`src/rtl/bus_pkg.sv`:
```
// Shared types and constants for the multi-master bus arbiter.
// Master indices name the fixed slots: 0 is the CPU, 1 is the OAM/HDMA engine.
package bus_pkg;

    typedef enum logic {
        IDLE,
        ISSUE
    } bus_state_t;

    localparam int unsigned MASTER_CPU = 0;
    localparam int unsigned MASTER_DMA = 1;

endpackage

```
`src/rtl/rr_select.sv`:
```
// Combinational picker: first set request bit at or after ptr, wrapping at N-1.
// A pointer tied to zero turns it into a lowest-index-wins priority encoder.
module rr_select #(
    parameter int unsigned N = 2
) (
    input  logic [N-1:0]         req,
    input  logic [$clog2(N)-1:0] ptr,
    output logic [N-1:0]         gnt,
    output logic [$clog2(N)-1:0] idx,
    output logic                 hit
);
    localparam int unsigned IW = $clog2(N);

    int unsigned cand;

    always_comb begin
        gnt  = '0;
        idx  = '0;
        hit  = 1'b0;
        cand = 0;
        for (int unsigned k = 0; k < N; k++) begin
            cand = (32'(ptr) + k) % N;
            if (!hit && req[cand[IW-1:0]]) begin
                hit                = 1'b1;
                gnt[cand[IW-1:0]]  = 1'b1;
                idx                = cand[IW-1:0];
            end
        end
    end

endmodule

```
`src/rtl/bus_arbiter.sv`:
```
// N-master arbiter: one registered downstream transaction every two cycles, round-robin or
// fixed priority, with lock so a DMA master can keep the bus across a burst.
module bus_arbiter
    import bus_pkg::*;
#(
    parameter int unsigned NUM_MASTERS = 2,
    parameter int unsigned ADDR_W      = 16,
    parameter int unsigned DATA_W      = 8,
    parameter int unsigned FIXED_PRIO  = 0
) (
    input  logic                           clk,
    input  logic                           rst_n,
    input  logic [NUM_MASTERS*ADDR_W-1:0]  m_addr,
    input  logic [NUM_MASTERS*DATA_W-1:0]  m_wdata,
    input  logic [NUM_MASTERS-1:0]         m_read_en,
    input  logic [NUM_MASTERS-1:0]         m_write_en,
    input  logic [NUM_MASTERS-1:0]         m_lock,
    output logic [NUM_MASTERS-1:0]         m_ack,
    output logic [DATA_W-1:0]              m_rdata,
    output logic [NUM_MASTERS-1:0]         m_rvalid,
    output logic [ADDR_W-1:0]              s_addr,
    output logic [DATA_W-1:0]              s_wdata,
    output logic                           s_read_en,
    output logic                           s_write_en,
    input  logic [DATA_W-1:0]              s_rdata,
    output logic [$clog2(NUM_MASTERS)-1:0] grant_idx,
    output logic                           locked
);
    localparam int unsigned IW = $clog2(NUM_MASTERS);

    bus_state_t             state_q, state_d;
    logic [IW-1:0]          rr_ptr_q, rr_ptr_d;
    logic [IW-1:0]          grant_idx_q, grant_idx_d;
    logic                   locked_q, locked_d;
    logic [ADDR_W-1:0]      s_addr_q, s_addr_d;
    logic [DATA_W-1:0]      s_wdata_q, s_wdata_d;
    logic                   s_read_en_q, s_read_en_d;
    logic                   s_write_en_q, s_write_en_d;
    logic [DATA_W-1:0]      rdata_q, rdata_d;
    logic [NUM_MASTERS-1:0] rvalid_q, rvalid_d;

    logic [NUM_MASTERS-1:0] owner_mask, req, elig, sel_gnt;
    logic [IW-1:0]          sel_ptr, sel_idx;
    logic                   sel_hit, eff_lock;

    assign owner_mask = NUM_MASTERS'(1) << grant_idx_q;
    assign req        = m_read_en | m_write_en;
    // An owner dropping m_lock in IDLE releases the bus for this same arbitration.
    assign eff_lock   = locked_q & m_lock[grant_idx_q];
    assign elig       = eff_lock ? (req & owner_mask) : req;
    assign sel_ptr    = (FIXED_PRIO != 0) ? '0 : rr_ptr_q;

    rr_select #(
        .N(NUM_MASTERS)
    ) u_rr_select (
        .req(elig),
        .ptr(sel_ptr),
        .gnt(sel_gnt),
        .idx(sel_idx),
        .hit(sel_hit)
    );

    always_ff @(posedge clk) begin
        if (!rst_n) begin
            state_q      <= IDLE;
            rr_ptr_q     <= '0;
            grant_idx_q  <= IW'(MASTER_CPU);
            locked_q     <= 1'b0;
            s_addr_q     <= '0;
            s_wdata_q    <= '0;
            s_read_en_q  <= 1'b0;
            s_write_en_q <= 1'b0;
            rdata_q      <= '0;
            rvalid_q     <= '0;
        end else begin
            state_q      <= state_d;
            rr_ptr_q     <= rr_ptr_d;
            grant_idx_q  <= grant_idx_d;
            locked_q     <= locked_d;
            s_addr_q     <= s_addr_d;
            s_wdata_q    <= s_wdata_d;
            s_read_en_q  <= s_read_en_d;
            s_write_en_q <= s_write_en_d;
            rdata_q      <= rdata_d;
            rvalid_q     <= rvalid_d;
        end
    end

    always_comb begin
        state_d      = state_q;
        rr_ptr_d     = rr_ptr_q;
        grant_idx_d  = grant_idx_q;
        locked_d     = locked_q;
        s_addr_d     = s_addr_q;
        s_wdata_d    = s_wdata_q;
        s_read_en_d  = 1'b0;
        s_write_en_d = 1'b0;
        rdata_d      = rdata_q;
        rvalid_d     = '0;
        unique case (state_q)
            IDLE: begin
                locked_d = eff_lock;
                if (sel_hit) begin
                    state_d      = ISSUE;
                    grant_idx_d  = sel_idx;
                    s_addr_d     = m_addr[32'(sel_idx)*ADDR_W +: ADDR_W];
                    s_wdata_d    = m_wdata[32'(sel_idx)*DATA_W +: DATA_W];
                    // A master raising both strobes gets a write only.
                    s_write_en_d = m_write_en[sel_idx];
                    s_read_en_d  = m_read_en[sel_idx] & ~m_write_en[sel_idx];
                end
            end
            ISSUE: begin
                state_d  = IDLE;
                locked_d = m_lock[grant_idx_q];
                if (!m_lock[grant_idx_q]) begin
                    rr_ptr_d = (32'(grant_idx_q) == NUM_MASTERS - 1) ? '0
                                                                       : grant_idx_q + 1'b1;
                end
                if (s_read_en_q) begin
                    rdata_d  = s_rdata;
                    rvalid_d = owner_mask;
                end
            end
            default: state_d = IDLE;
        endcase
    end

    always_comb begin
        m_ack      = (state_q == ISSUE) ? owner_mask : '0;
        m_rdata    = rdata_q;
        m_rvalid   = rvalid_q;
        s_addr     = s_addr_q;
        s_wdata    = s_wdata_q;
        s_read_en  = s_read_en_q;
        s_write_en = s_write_en_q;
        grant_idx  = grant_idx_q;
        locked     = locked_q;
    end

endmodule
```
`config.mk`:
```
export PLATFORM = sky130hd
export DESIGN_NAME = bus_arbiter
export DESIGN_NICKNAME = d
export VERILOG_FILES = /design/src/rtl/bus_pkg.sv /design/src/rtl/rr_select.sv /design/src/rtl/bus_arbiter.sv
export SDC_FILE = /design/constraint.sdc
export NUM_CORES = 1
export LEC_CHECK = 0
export CAP_MARGIN = 20
export CORE_ASPECT_RATIO = 1.4
export CORE_MARGIN = 10
export CORE_UTILIZATION = 40
export CTS_CLUSTER_DIAMETER = 200
export DETAILED_ROUTE_END_ITERATION = 7
export PLACE_DENSITY = 0.85
export SYNTH_ARGS = -nofsm -noshare
export SYNTH_HDL_FRONTEND = slang
export SYNTH_HIERARCHICAL = 1
export SYNTH_SLANG_ARGS = --single-unit
```
`constraint.sdc`:
```
create_clock -name clk -period 3.9 [get_ports clk]
set_input_delay 0.78 -clock clk [delete_from_list [all_inputs] [get_ports clk]]
set_output_delay 0.78 -clock clk [all_outputs]
set_load 0.02 [all_outputs]
```
After elaboration in Yosys (flattened, before gate mapping)
Index checks and enable logic that the tools add are counted.
{ "totals": {"ff_bits": 40, "output_inout_bits": 40, "in_bits": 64} }
{ "op_classes": {"bitwise": 9, "n_addsub": 2, "n_reduce_logical": 7, "magnitude_cmp": 4, "shifts": 3, "n_mux": 20} }
{ "ops": {"columns": ["cell", "n"], "rows": [
  ["indexed part select 32 x 6 -> 16 bit", 1],
  ["two-way mux 1 bit", 16],
  ["indexed part select 16 x 5 -> 8 bit", 1],
  ["< comparator 1 x 2 -> 1 bit, second input constant", 4],
  ["AND reduction 2 bit", 3],
  ["inverter 1 bit", 5],
  ["two-way mux 2 bit", 2],
  ["case mux 1 bit (2 select lines)", 2],
  ["AND reduction 3 bit", 1],
  ["OR reduction 3 bit", 1],
  ["adder 1 bit, second input constant", 2],
  ["AND 1 bit", 2],
  ["AND 2 bit", 1],
  ["bitwise OR 2 bit", 1],
  ["<< shifter 1 x 1 -> 2 bit, first input constant", 1],
  ["logical AND 1 bit", 1],
  ["logical NOT 1 bit", 1]
]} }

Logic depth before layout (Yosys ltp)
Gate-level depths: netlist (run 1).
{ "logic_depth": {"ltp_word": 14, "ltp_mapped": 8} }

By module
The synthesis (run 1) kept the hierarchy.
{ "modules_own_cells": {"columns": ["module", "seq_area_each_um2", "area_each_um2", "n_inst", "cells_each"], "rows": [
  ["bus_arbiter", 800.8, 1711.6, 1, 180],
  ["rr_select", 0.0, 32.5, 1, 5]
]} }

Least setup slack after synthesis (run 1)
OpenSTA, ideal clock, no wires.
{ "synth_path": {"kind": "input port to flip-flop", "from": "input m_write_en[1]", "to": "register s_addr_q[10], in the netlist s_addr[10]", "arrival_time_ps": 1879, "slack_ps": 1903, "path_stages": 7, "cell_sequence": "nor2_1 -> a31oi_1 -> a21boi_0 -> buf_4 -> buf_4 -> mux2i_1 -> a21oi_2"} }
{ "synth_via": {"elab_chain_cells": 10, "elab_cells_between_ends": 15, "classes_between": "1 x shift; 9 x mux; 2 x bitwise; 3 x reduce/logical"} }
{ "synth_rtl": {"columns": ["element", "line", "source"], "rows": [
  ["from (decl)", "bus_arbiter.sv:16", "input logic [NUM_MASTERS-1:0] m_write_en,"],
  ["bitwise OR 2 bit (*)", "bus_arbiter.sv:47", "assign req = m_read_en | m_write_en;"],
  ["AND 2 bit", "bus_arbiter.sv:50", "assign elig = eff_lock ? (req & owner_mask) : req;"],
  ["two-way mux 2 bit (*)", "bus_arbiter.sv:50", null],
  ["via elig[1]", "bus_arbiter.sv:42", "logic [NUM_MASTERS-1:0] owner_mask, req, elig, sel_gnt;"],
  ["two-way mux 1 bit (not written as such) (2 in series)", "rr_select.sv:23", "if (!hit && req[cand[IW-1:0]]) begin"],
  ["two-way mux 1 bit", "rr_select.sv:23", null],
  ["logical NOT 1 bit", "rr_select.sv:23", null],
  ["logical AND 1 bit", "rr_select.sv:23", null],
  ["two-way mux 1 bit (*)", "rr_select.sv:23", null],
  ["via sel_idx", "bus_arbiter.sv:43", "logic [IW-1:0] sel_ptr, sel_idx;"],
  ["indexed part select 32 x 6 -> 16 bit (*)", "bus_arbiter.sv:106", "s_addr_d = m_addr[32'(sel_idx)*ADDR_W +: ADDR_W];"],
  ["to (signal assigned)", "bus_arbiter.sv:80", "s_addr_q <= s_addr_d;"],
  ["to (decl)", "bus_arbiter.sv:35", "logic [ADDR_W-1:0] s_addr_q, s_addr_d;"]
]} }
The timed path passes the listed nets; every way through them passes the cells marked *. The select of a mux whose other input is x is not followed.
A chain may end at the register's enable or synchronous reset.

Worst setup path after layout (run 1)
{ "layout_path": {"from": "input m_write_en[0]", "to": "register s_wdata_q[7], in the netlist s_wdata[7]"} }
{ "layout_via": {"elab_chain_cells": 10, "elab_cells_between_ends": 15, "classes_between": "1 x shift; 9 x mux; 2 x bitwise; 3 x reduce/logical"} }
{ "layout_rtl": {"columns": ["element", "line", "source"], "rows": [
  ["bitwise OR 2 bit (*)", "bus_arbiter.sv:47", null],
  ["AND 2 bit", "bus_arbiter.sv:50", null],
  ["two-way mux 2 bit (*)", "bus_arbiter.sv:50", null],
  ["via elig[0]", "bus_arbiter.sv:42", null],
  ["two-way mux 1 bit (not written as such) (2 in series)", "rr_select.sv:23", null],
  ["two-way mux 1 bit", "rr_select.sv:23", null],
  ["logical NOT 1 bit", "rr_select.sv:23", null],
  ["logical AND 1 bit", "rr_select.sv:23", null],
  ["two-way mux 1 bit (*)", "rr_select.sv:23", null],
  ["via sel_hit", "bus_arbiter.sv:44", "logic sel_hit, eff_lock;"],
  ["AND reduction 2 bit (no source line) (*)", null, null],
  ["to (signal assigned)", "bus_arbiter.sv:81", "s_wdata_q <= s_wdata_d;"],
  ["to (decl)", "bus_arbiter.sv:36", "logic [DATA_W-1:0] s_wdata_q, s_wdata_d;"]
]} }
Marks and branches as above.

==> impl.org, run 1 <==
** Status
- Result of the run :: finished, final reports clean

** Placement
- After legalization and detailed placement, the total HPWL measured 4160 um.
- Placed cell count :: 321
- Final estimated routing congestion in global placement :: between 0.7 and 0.8
- Input and output buffers added on the ports amount to 103.

** Die
- Horizontal extent of the die :: 75.6 um
- Number of placement rows :: 28
- The region available for standard cell placement spans 4200 um2.
- Once the floorplan was initialized, standard cells occupied 41.1% of the core.
- The floorplan step set the die height to slightly below 100 um.
- Overall die area :: 7390 um2
- between 100 and 150 I/O pins were placed.

** Drt
- The first detailed-routing pass ran for 4 iterations.
- The detailed router put a total of 1880 um of wire on met1.
- Met2 wire len :: roughly 2700 um
- Highest metal used :: met4
- The first routing iteration left 62 violations.
- Average detailed-routed wire length per instance :: 15.7 um
- Antenna Violating Nets Remaining :: 0
- Sum of routed wire length over all layers :: 5150 um
- Remaining routing DRC violations :: 0
- Wire length on met3 :: approximately 540 um
- Vias after detailed routing :: 1633
- Dividing the detail-routed via count by the number of cells gives approximately 5.0.

** Clock tree
- Resized Gates After CTS :: 0
- The clock passes through at most 2 buffers.
- The clock reaches the later pin of the worst-skew pair after 280 ps.
- H-tree Lvls :: 2
- Buffers inserted to repair hold after CTS numbered 0.
- Clock transition at the registers of the reported paths :: 70 ps
- The tree is rooted in a sky130_fd_sc_hd__clkbuf_8.
- CTS sink count :: 40
- The number of clock buffers added by TritonCTS is 5.
- The number of setup buffers added after CTS is 0.
- TritonCTS built the clock tree.

** Critical path
- Tracing the worst setup path back leads to its startpoint at m_write_en[0].
- Critical-path top delay cell :: sky130_fd_sc_hd__nor2b_4
- In this run the worst path has a maximum fanout of 30.
- Critical path startpoint category :: input port
- Data arrival time at the worst-slack endpoint :: about 2800 ps
- Crit path largest cell delay :: 530 ps
- The worst setup path is captured at a flip-flop.
- Across all register-to-register paths, the minimum setup slack is 1890 ps.
- WS Path Type :: input port to flip-flop
- For the worst setup path, the data required time is 4110 ps.
- The startpoint identified for the worst register-to-register timing path is grant_idx$_SDFFE_PN0P_.
- The signal on the critical path passes through clkdlybuf4s50_1 > nor2_1 > a31oi_1 > or2_1 > nor2b_4 > buf_12 > o21ai_1 > a21oi_1.

** Layout
- The post-route netlist has 7.77% of its cells at a drive strength greater than 1.
- The repair_antennas step left the layout with diodes totalling 0.
- Registers take 801 um2.
- From synthesis to final layout, the design area changed by 64.8%.
- Fill cell count :: between 300 and 400
- Non-filler instance count after layout :: 328
- The multi-input combinational cells in the finished layout cover a total of 818 um2.
- In the final design database the tool counted ~350 nets.

** Global routing
- The number of antenna violations at the first check in global routing was 0.
- Entering global routing, the biggest net connects 31 pins.
- Global routing consumed, over all layers together, 13.9% of the routing resources.
- Number of global-route vias before repair :: about 1700
- The first global-routing pass estimated 8160 um of wire.
- After global routing the overflow that remains totals 0.

** Synthesis
- Mapped cell area :: 1730 um2
- Synth warn :: 6
- Counting every instance in the synthesized netlist gives 183.
- Synthesis produced a netlist with a net count of 247.
- Synth Area per Inst :: between 9 and 10 um2

** Timing
- Setup violations remaining at the end of the flow were counted as 0.
- Shortest period the worst path allows :: roughly 2600 ps
- Fraction of the cycle the final worst path needs :: 66.2%
- Static timing analysis puts the maximum clock frequency at 387 MHz.
- Largest clock skew in the final design :: 4.55 ps
- The final-report hold violation count came to 0.
- Pins Over Slew Limit :: 0
- Setup repair after global routing left no endpoint under its margin.
- Setup TNS :: 0 ps
- Tightest slew margin relative to the limit :: 48.3%
- For the pin with the worst max-slew slack, the measured transition is 773 ps.

** Power
- VDD sags by at most 0.225 mV.
- In this run the power density over the cells is 349 nW/um2.
- Internal power comes to 0.720 mW.
- Reported net switching power :: 0.275 mW
- Of the total power, combinational logic draws roughly 29%.
- Relative contribution of the clock network to total power :: 24.8%
- LEAKAGE :: around 1.1 nW
- Sw Share :: 27.7%
- Sequential share of power :: 46.3%

** Min path
- Launch instance of the worst min-delay path :: m_rdata[1]$_SDFFE_PN0P_
- The path class of the tightest hold or removal check is flip-flop to flip-flop.

** Job
- The tool flagged a number of max-cap violations equal to 0.
-- critical path, delay by kind of cell --
kind / cells / cell delay, ps
AO/OA/AOI/OAI: 3 / 490
AND/OR/NAND/NOR: 3 / 740
buffers and inverters: 2 / 760
-- sequential cells by signal (all words and copies together), names as in the netlist --
register / cells
s_wdata: 8
s_write_en: 1
locked: 1
state_q: 1
s_read_en: 1
m_rdata: 8
s_addr: 16
m_rvalid: 2
grant_idx: 1
rr_ptr_q: 1
-- cell type report --
type,count,area share [%]
clock buffer,6,2.55
clock inverter,1,0.176
inverter,6,0.791
multi-input combinational,123,28.7
sequential,40,28.1
tap,45,1.98
timing repair buffer,107,37.7
-- power groups by stage --
| stage | clock network, mW | logic [mW] | registers, mW |
|---|---|---|---|
| final | 0.247 | 0.287 | 0.461 |
| after global routing | 0.275 | 0.309 | 0.465 |
| after CTS | 0.256 | 0.291 | 0.461 |
| after detailed placement | 0 | 0.290 | 0.469 |
| after global placement | 0 | 0.286 | 0.468 |
| after floorplan | 0 | 0.109 | 0.505 |
-- path summary, 6_finish.rpt --
check / end / cells past startpoint
setup reg to reg: s_wdata[7]$_SDFFE_PN0P_ / 7
hold / removal: m_rdata[1]$_SDFFE_PN0P_ / 2
setup / recovery: s_wdata[7]$_SDFFE_PN0P_ / 8
hold reg to reg: m_rdata[1]$_SDFFE_PN0P_ / 2
-- metal layers --
| metal | GRT usage (%) | vias to the layer above |
|---|---|---|
| met2 | 25.0 | 68 |
| met1 | 14.1 | 726 |
| met5 | 0 | - |
| met4 | 3.44 | 0 |
| li1 | - | 834 |
| met3 | 5.67 | 5 |
-- stage by stage --
stage	power (mW)	setup slack (ps)	cell area, um2	hold WS [ps]	utilization, %
2_1_floorplan	0.614	1970	1730	500	-
3_3_place_gp	0.754	1110	2770	440	65.9
3_5_place_dp	0.760	1020	2770	445	65.9
4_1_cts	1.01	1330	2850	455	67.8
5_1_grt	1.05	1170	2850	481	67.8
6_report	0.995	1320	2850	453	67.8
-- cells in the final DEF (no fill, tap or decap), drive strengths merged --
master         instances
and2                   2
inv                    6
nor2                   6
or2                    1
dfxtp                 40
a211oi                 1
and3                   2
a21boi                 9
clkbuf                 6
a21oi                 25
clkdlybuf4s50        103
a31oi                  2
clkinv                 1
buf                    4
nor2b                  3
mux2i                 27
o21ai                 26
a32oi                  1
nand2                 18
Power figures use the tool's default switching activity.
==> run 2, diff against run 1 <==
--- a/config.mk
+++ b/config.mk
@@ -8,10 +8,10 @@
 export CAP_MARGIN = 20
 export CORE_ASPECT_RATIO = 1.4
 export CORE_MARGIN = 10
-export CORE_UTILIZATION = 40
+export CORE_UTILIZATION = 37
 export CTS_CLUSTER_DIAMETER = 200
 export DETAILED_ROUTE_END_ITERATION = 7
-export PLACE_DENSITY = 0.85
+export PLACE_DENSITY = 0.79
 export SYNTH_ARGS = -nofsm -noshare
 export SYNTH_HDL_FRONTEND = slang
 export SYNTH_HIERARCHICAL = 1
==> constraint.sdc (replaced) <==
create_clock -name clk -period 2.4 [get_ports clk]
set_input_delay 0.48 -clock clk [delete_from_list [all_inputs] [get_ports clk]]
set_output_delay 0.48 -clock clk [all_outputs]
set_load 0.02 [all_outputs]
==> run 2 against run 1 <==
Compared with the run above:
- clock power is 83% higher
- register-to-register slack worse by 1200 ps
- critical path type is now flip-flop to output port
- combinational power is 66% higher
- largest cell class unchanged
- global-route usage is 0.73 points lower
==> impl.org, run 2 (synthesis gave the netlist of run 1 again) <==
** Clock tree
- Clock buffers created by TritonCTS :: 5 (unchanged)
- The clock edge transition at the registers on the reported setup and hold paths came to 70 ps (about the same).
- Number of setup buffers added after CTS :: 0 (unchanged)
- The maximum buffer depth of the clock tree was 2 (unchanged).
- Clock tree from TritonCTS :: done (unchanged)
- Clock latency at the later pin of the worst-skew pair :: 280 ps (about the same)
- The number of clock sinks seen by CTS is 40 (unchanged).
- Clk root buf :: sky130_fd_sc_hd__clkbuf_8 (unchanged)
- Count of hold-fix buffers inserted at cts :: 0 (unchanged)
- Resized Gates After CTS :: 0 (unchanged)
- H-tree Lvls :: 2 (unchanged)

** Power
- The internal portion of total power was 1.21 mW (was 0.720 mW).
- The power share of the combinational group came to 28.4% (was 28.9%).
- The fraction of power spent switching nets came to 27.5% (was 27.7%).
- The net switching power figure is 0.461 mW (was 0.275 mW).
- Maximum resistive drop on vdd :: 0.386 mV (was 0.225 mV)
- Power Total :: 1.67 mW (was 0.995 mW)
- The leakage power of the design was 1.09 nW (was 1.07 nW).
- The fraction of power consumed by sequential logic came to 44.6% (was 46.3%).
- The clock share of power came to 27.0% (was 24.8%).
- The total power density per cell area is 576 nW/um2 (was 349 nW/um2).

** Timing
- Pins Over Slew Limit :: 0 (unchanged)
- The worst-case setup margin in the final layout came to 326 ps (was 1320 ps).
- Setup TNS :: 0 ps (unchanged)
- Largest clock skew in the final design :: 4.19 ps (was 4.55 ps)
- Derived from the worst setup path, the maximum achievable clock frequency is a little under 500 MHz.
- The final-report hold violation count is 0 (unchanged).
- Final setup viols :: 0 (unchanged)
- Worst Tran Pin Value :: 335 ps (was 773 ps)
- The worst path in the final design needs a cycle of approximately 2100 ps, including I/O delays and setup.
- RSZ-0062 raised after global routing: no (unchanged).
- Dividing the final minimum period by the clock period gives 86.4%.
- Tightest slew margin relative to the limit :: 77.7% (was 48.3%)

** Layout
- Number of flip-flops under the largest register name :: 16 (unchanged)
- The number of nets in the layout is 348 (was 347).
- The non-filler instance count after layout is 347 (was 328).
- The commonest non-fill, non-tap cell in the layout is sky130_fd_sc_hd__clkdlybuf4s50_1 (unchanged).
- Layout cell share with drive strength beyond 1 :: 8.07% (was 7.77%)
- The count of inserted antenna diode cells is 0 (unchanged).
- The final core utilization came to 64.0% (was 67.8%).
- The relative area change from synthesis to final layout was 67.9% (was 64.8%).
- Leading cell types in the layout, fill and taps excluded: sky130_fd_sc_hd__clkdlybuf4s50_1, sky130_fd_sc_hd__dfxtp_1, sky130_fd_sc_hd__mux2i_1, sky130_fd_sc_hd__o21ai_1, sky130_fd_sc_hd__nand2_1 (unchanged).

** Die
- The die span in y was 101 um (was 97.8 um).
- Horizontal extent of the die :: 77.8 um (was 75.6 um)
- Effective utilization at floorplan :: 38.1% (was 41.1%)
- The floorplan core area was 4540 um2 (was 4200 um2).
- Number of placement rows :: 29 (was 28)
- Overall die area :: 7850 um2 (was 7390 um2)
- The total I/O pin count is 104 (unchanged).

** Placement
- The final HPWL from detailed placement is 4150 um (was 4160 um).
- Placed cell count :: 339 (was 321)
- Number of buffers inserted by port buffering :: 103 (unchanged)
- The final weighted congestion in routability-driven placement is 0.815 (was 0.747).
- The worst slack after detailed placement was 176 ps (was 1020 ps).

** Critical path
- WS Path Type :: flip-flop to output port (was input port to flip-flop)
- Critical path startpoint category :: flip-flop (was input port)
- The origin of the critical flop-to-flop path is grant_idx$_SDFFE_PN0P_ (unchanged).
- The worst reg2reg path endpoint is s_addr[8]$_SDFFE_PN0P_ (was s_wdata[7]$_SDFFE_PN0P_).
- Worst R2R Setup Slack :: 660 ps (was 1890 ps)
- R2R cell count :: 6 (was 7)
- Data arrival time at the worst-slack endpoint :: 1590 ps (was 2790 ps)
- Highest fanout seen on the critical path :: 8 (was 30)
- The kind of capture point of the worst setup path is an output port (was flip-flop).
- The required time reported for the critical path endpoint came to 1920 ps (was 4110 ps).

** Global routing
- Number of antenna violations at the first check in global routing :: 0 (unchanged)
- The first-pass GRT wire length came to 8320 um (was 8160 um).
- Number of global-route vias before repair :: 1636 (was 1658)
- GRT overflow :: 0 (unchanged)
- Overall routing resource usage :: 13.1% (was 13.9%)
- Largest net degree at the start of global routing :: 39 (was 31)

** Drt
- Average detailed-routed wire length per instance :: 14.9 um (was 15.7 um)
- The detailed-routing iteration count for the pre-antenna-repair pass was 4 (unchanged).
- Antenna Violating Nets Remaining :: 0 (unchanged)
- DR iter-0 viols :: 61 (was 62)
- Vias after detailed routing :: 1624 (was 1633)
- The DRC violation count after routing came to 0 (unchanged).
- Sum of routed wire length over all layers :: 5160 um (was 5150 um)
- The vias per cell came to 4.68 (was 4.98).

** Status
- Result of the run :: finished, final reports clean (unchanged)

** Min path
- The worst hold path endpoint is m_rdata[0]$_SDFFE_PN0P_ (was m_rdata[1]$_SDFFE_PN0P_).
- The source of the worst hold timing path is m_rdata[0]$_SDFFE_PN0P_ (was m_rdata[1]$_SDFFE_PN0P_).
- Number of stages on the worst hold path :: 2 (unchanged)
- Type of the worst min-delay path :: flip-flop to flip-flop (unchanged)

** Job
- The number of violations of the max-capacitance limit was 0 (unchanged).
## run 2: cell count changes in the layout (fill, tap and decap cells not counted), sizes merged
| cell | change |
|---|---|
| clkinv | -1 |
| buf | +1 |
| clkbuf | +2 |
## run 2: cell type report
type / instances / area [um2]
Multi-Input combinational cell: 123 / 818
Inverter: 6 / 22.5
Sequential cell: 40 / 801
Clock buffer: 8 / 90.1
Fill cell: 398 / 1630
Tap cell: 62 / 77.6
Timing Repair Buffer: 108 / 1090
## run 2: critical path, stage by stage, from the launching register on
cell and delay, ps:
sky130_fd_sc_hd__dfxtp_1 490, sky130_fd_sc_hd__and2_1 200, sky130_fd_sc_hd__clkdlybuf4s50_1 610
## run 2: per-stage QoR
stage          hold WS [ps]  area [um2]
6_report                454        2900
3_3_place_gp            439        2810
3_5_place_dp            448        2810
4_1_cts                 459        2900
5_1_grt                 486        2900
2_1_floorplan           500        1730
## run 2: metal layers
| metal | routed length [um] | GRT usage, % | vias up |
|---|---|---|---|
| met4 | 54 | 3.38 | 0 |
| met5 | 0 | 0 | - |
| met3 | 408 | 5.45 | 6 |
| met1 | 2200 | 15.5 | 717 |
| met2 | 2500 | 21.4 | 65 |
| li1 | - | - | 836 |
## run 2: worst max-delay path by stage
stage | from | to | slack [ps] | cells past startpoint
global route | grant_idx$_SDFFE_PN0P_ | m_ack[1] | 270 | 2
CTS | grant_idx$_SDFFE_PN0P_ | m_ack[1] | 320 | 2
global placement | m_write_en[1] | s_addr[8]$_SDFFE_PN0P_ | 230 | 7
detailed placement | m_write_en[0] | s_write_en$_SDFF_PP0_ | 180 | 8
floorplan | grant_idx$_SDFFE_PN0P_ | s_addr[10]$_SDFFE_PN0P_ | 650 | 7
finish | grant_idx$_SDFFE_PN0P_ | m_ack[1] | 330 | 2
## run 2: power groups by stage
stage | Combinational, mW | Clock [mW] | Sequential, mW
after detailed placement | 0.481 | 0 | 0.761
after global placement | 0.477 | 0 | 0.760
final | 0.475 | 0.451 | 0.746
after CTS | 0.482 | 0.468 | 0.746
after floorplan | 0.177 | 0 | 0.820
after global routing | 0.513 | 0.494 | 0.753
==> run 3, diff against run 2 <==
--- a/config.mk
+++ b/config.mk
@@ -6,12 +6,14 @@
 export NUM_CORES = 1
 export LEC_CHECK = 0
 export CAP_MARGIN = 20
+export CELL_PAD_IN_SITES_DETAIL_PLACEMENT = 1
+export CELL_PAD_IN_SITES_GLOBAL_PLACEMENT = 1
 export CORE_ASPECT_RATIO = 1.4
 export CORE_MARGIN = 10
-export CORE_UTILIZATION = 37
+export CORE_UTILIZATION = 26
 export CTS_CLUSTER_DIAMETER = 200
 export DETAILED_ROUTE_END_ITERATION = 7
-export PLACE_DENSITY = 0.79
+export PLACE_DENSITY_LB_ADDON = 0.1
 export SYNTH_ARGS = -nofsm -noshare
 export SYNTH_HDL_FRONTEND = slang
 export SYNTH_HIERARCHICAL = 1
==> run 3 against run 2 <==
Compared with the run above:
- largest cell class unchanged
- maximum frequency grew 0.23%
- critical path type unchanged
- largest power group unchanged
- via count grew 2.3%
- routed wire length grew 10%
==> impl.org, run 3 (synthesis gave the netlist of run 1 again) <==
** Power
- The total power density per cell area was 615 nW/um2 (was 576 nW/um2).
- Power Total :: 1.83 mW (was 1.67 mW)
- LEAKAGE :: 1.12 nW (was 1.09 nW)
- The maximum resistive drop on vdd was 0.210 mV (was 0.386 mV).

** Min path
- The classification of the worst-slack hold path is flip-flop to flip-flop (unchanged).

** Clock tree
- Clock tree from TritonCTS :: done (unchanged)
- The post-CTS resize count was 0 (unchanged).
- H-tree Lvls :: 2 (unchanged)
- Number of setup buffers added after CTS :: 0 (unchanged)
- The clock latency reported for the late side of the worst-skew pair is 290 ps (was 280 ps).
- The clock edge transition at the registers on the reported setup and hold paths came to 80 ps (was 70 ps).
- Maximum buffer depth of the clock tree :: 2 (unchanged)
- Clock buffers created by TritonCTS :: 5 (unchanged)
- The root buffer cell is sky130_fd_sc_hd__clkbuf_8 (unchanged).
- Count of hold-fix buffers inserted at cts :: 0 (unchanged)
- The number of clock sinks seen by CTS is 40 (unchanged).

** Layout
- Area Growth Syn to Fin :: 72.4% (was 67.9%)
- The fraction of layout instances using a drive strength above 1 came to 9.41% (was 8.07%).
- Most common cell after layout, fill and taps aside :: sky130_fd_sc_hd__clkdlybuf4s50_1 (unchanged)
- The final core utilization is 45.7% (was 64.0%).
- Number of flip-flops under the largest register name :: 16 (unchanged)
- The count of filler cells inserted in the layout was 734 (was 398).
- Number of nets in the finished design :: 350 (was 348)
- The area of all placed cells without fillers was 2980 um2 (was 2900 um2).
- The count of inserted antenna diode cells was 0 (unchanged).
- Leading cell types in the layout, fill and taps excluded :: sky130_fd_sc_hd__clkdlybuf4s50_1, sky130_fd_sc_hd__dfxtp_1, sky130_fd_sc_hd__mux2i_1, sky130_fd_sc_hd__o21ai_1, sky130_fd_sc_hd__nand2_1 (unchanged)

** Job
- The number of violations of the max-capacitance limit is 0 (unchanged).

** Drt
- DR vias/cell :: 4.60 (was 4.68)
- Average detailed-routed wire length per instance :: 15.7 um (was 14.9 um)
- DR iter-0 viols :: 38 (was 61)
- Vias after detailed routing :: 1662 (was 1624)
- Remaining routing DRC violations :: 0 (unchanged)
- The detailed-routing iteration count for the pre-antenna-repair pass is 3 (was 4).
- Sum of routed wire length over all layers :: 5680 um (was 5160 um)
- Antenna Violating Nets Remaining :: 0 (unchanged)

** Global routing
- The first-pass GRT wire length came to 8800 um (was 8320 um).
- The number of global-route vias before repair came to 1788 (was 1636).
- Met2 Resource Use GR :: 18.1% (was 21.4%)
- Number of antenna violations at the first check in global routing :: 0 (unchanged)
- The aggregate global-route resource usage is 10.8% (was 13.1%).
- Met1 track demand over resource in global routing :: 11.0% (was 15.5%)
- Largest net degree at the start of global routing :: 39 (unchanged)
- Global-route met3 utilization :: 6.63% (was 5.45%)
- The global routing's busiest layer is met2 (unchanged).
- The overall overflow remaining after global route was 0 (unchanged).

** Placement
- Final estimated routing congestion in global placement :: 0.712 (was 0.815)
- Detail Placement HPWL :: 4420 um (was 4150 um)
- The quantity of I/O buffers inserted on ports is 103 (unchanged).
- The area after detailed placement came to 2860 um2 (was 2810 um2).

** Die
- Effective utilization at floorplan :: 26.5% (was 38.1%)
- Core box area :: 6530 um2 (was 4540 um2)
- The die extent in x is 88.9 um (was 77.8 um).
- The die area is 10400 um2 (was 7850 um2).
- Number of placement rows :: 35 (was 29)
- IO Count :: 104 (unchanged)
- The die span in y came to 116 um (was 101 um).

** Critical path
- Highest fanout seen on the critical path :: 8 (unchanged)
- The kind of critical path was flip-flop to output port (unchanged).
- The required time reported for the critical path endpoint came to 1920 ps (about the same).
- Setup crit end kind :: output port (unchanged)
- The arrival time of data at the critical path endpoint is 1590 ps (about the same).
- The startpoint type of the worst setup path is a flip-flop (unchanged).

** Timing
- The clock skew came to 6.65 ps (was 4.19 ps).
- Setup TNS :: 0 ps (unchanged)
- Final setup viols :: 0 (unchanged)
- The post-route clock period utilization was 86.2% (was 86.4%).
- RSZ-0062 raised after global routing: no (unchanged).
- The final-report hold violation count came to 0 (unchanged).
- The pin slew with the least headroom to its limit was 369 ps (was 335 ps).
- The final number of max-transition violations is 0 (unchanged).
- The relative max-transition margin came to 75.4% (was 77.7%).
- Shortest period the worst path allows :: 2070 ps (about the same)
- The timing-limited maximum frequency is 483 MHz (was 482 MHz).

** Status
- Result of the run: finished, final reports clean (unchanged).
run 3: cell count changes in the layout (fill, tap and decap cells not counted):
cell                        previous run  this run
sky130_fd_sc_hd__clkbuf_1              2         0
sky130_fd_sc_hd__buf_12                2         3
sky130_fd_sc_hd__buf_4                 3         4
sky130_fd_sc_hd__bufinv_16             0         1
sky130_fd_sc_hd__clkbuf_8              6         7
run 3: stage by stage:
step | worst slack, ps | hold slack [ps] | cells
after floorplan | 647 | 500 | 183
after global placement | 225 | 440 | 353
after detailed placement | 178 | 446 | 353
after CTS | 306 | 458 | 361
after global routing | 230 | 468 | 361
final | 331 | 455 | 361
run 3: power by group:
part,switching (mW),total [mW],internal (mW)
registers,0.0314,0.748,0.716
clock network,0.233,0.600,0.367
logic,0.219,0.487,0.267
run 3: area by class of cell:
type | count | area, um2 | area share, %
flip-flops and latches | 40 | 801 | 26.9
clock buffers | 7 | 96.3 | 3.23
well taps | 74 | 92.6 | 3.11
repair buffers | 110 | 1120 | 37.6
multi-input cells | 123 | 818 | 27.4
clock inverters | 1 | 30.0 | 1.01
inverters | 6 | 22.5 | 0.755
run 3: final timing paths:
kind	slack (ps)	cells past startpoint	start	to
setup / recovery	330	2	grant_idx$_SDFFE_PN0P_	m_ack[1]
hold / removal	460	2	m_rdata[1]$_SDFFE_PN0P_	m_rdata[1]$_SDFFE_PN0P_
setup reg to reg	690	6	grant_idx$_SDFFE_PN0P_	s_addr[7]$_SDFFE_PN0P_
hold reg to reg	460	2	m_rdata[1]$_SDFFE_PN0P_	m_rdata[1]$_SDFFE_PN0P_
run 3: metal layers:
| metal | vias up | part of all wire (%) |
|---|---|---|
| li1 | 838 | - |
| met1 | 754 | 38 |
| met2 | 66 | 48 |
| met3 | 4 | 13 |
| met4 | 0 | 0.69 |
| met5 | - | 0 |
run 3: critical path: stages (launching register included):
cell and delay (ps):
sky130_fd_sc_hd__dfxtp_1 500, sky130_fd_sc_hd__and2_1 200, sky130_fd_sc_hd__clkdlybuf4s50_1 610
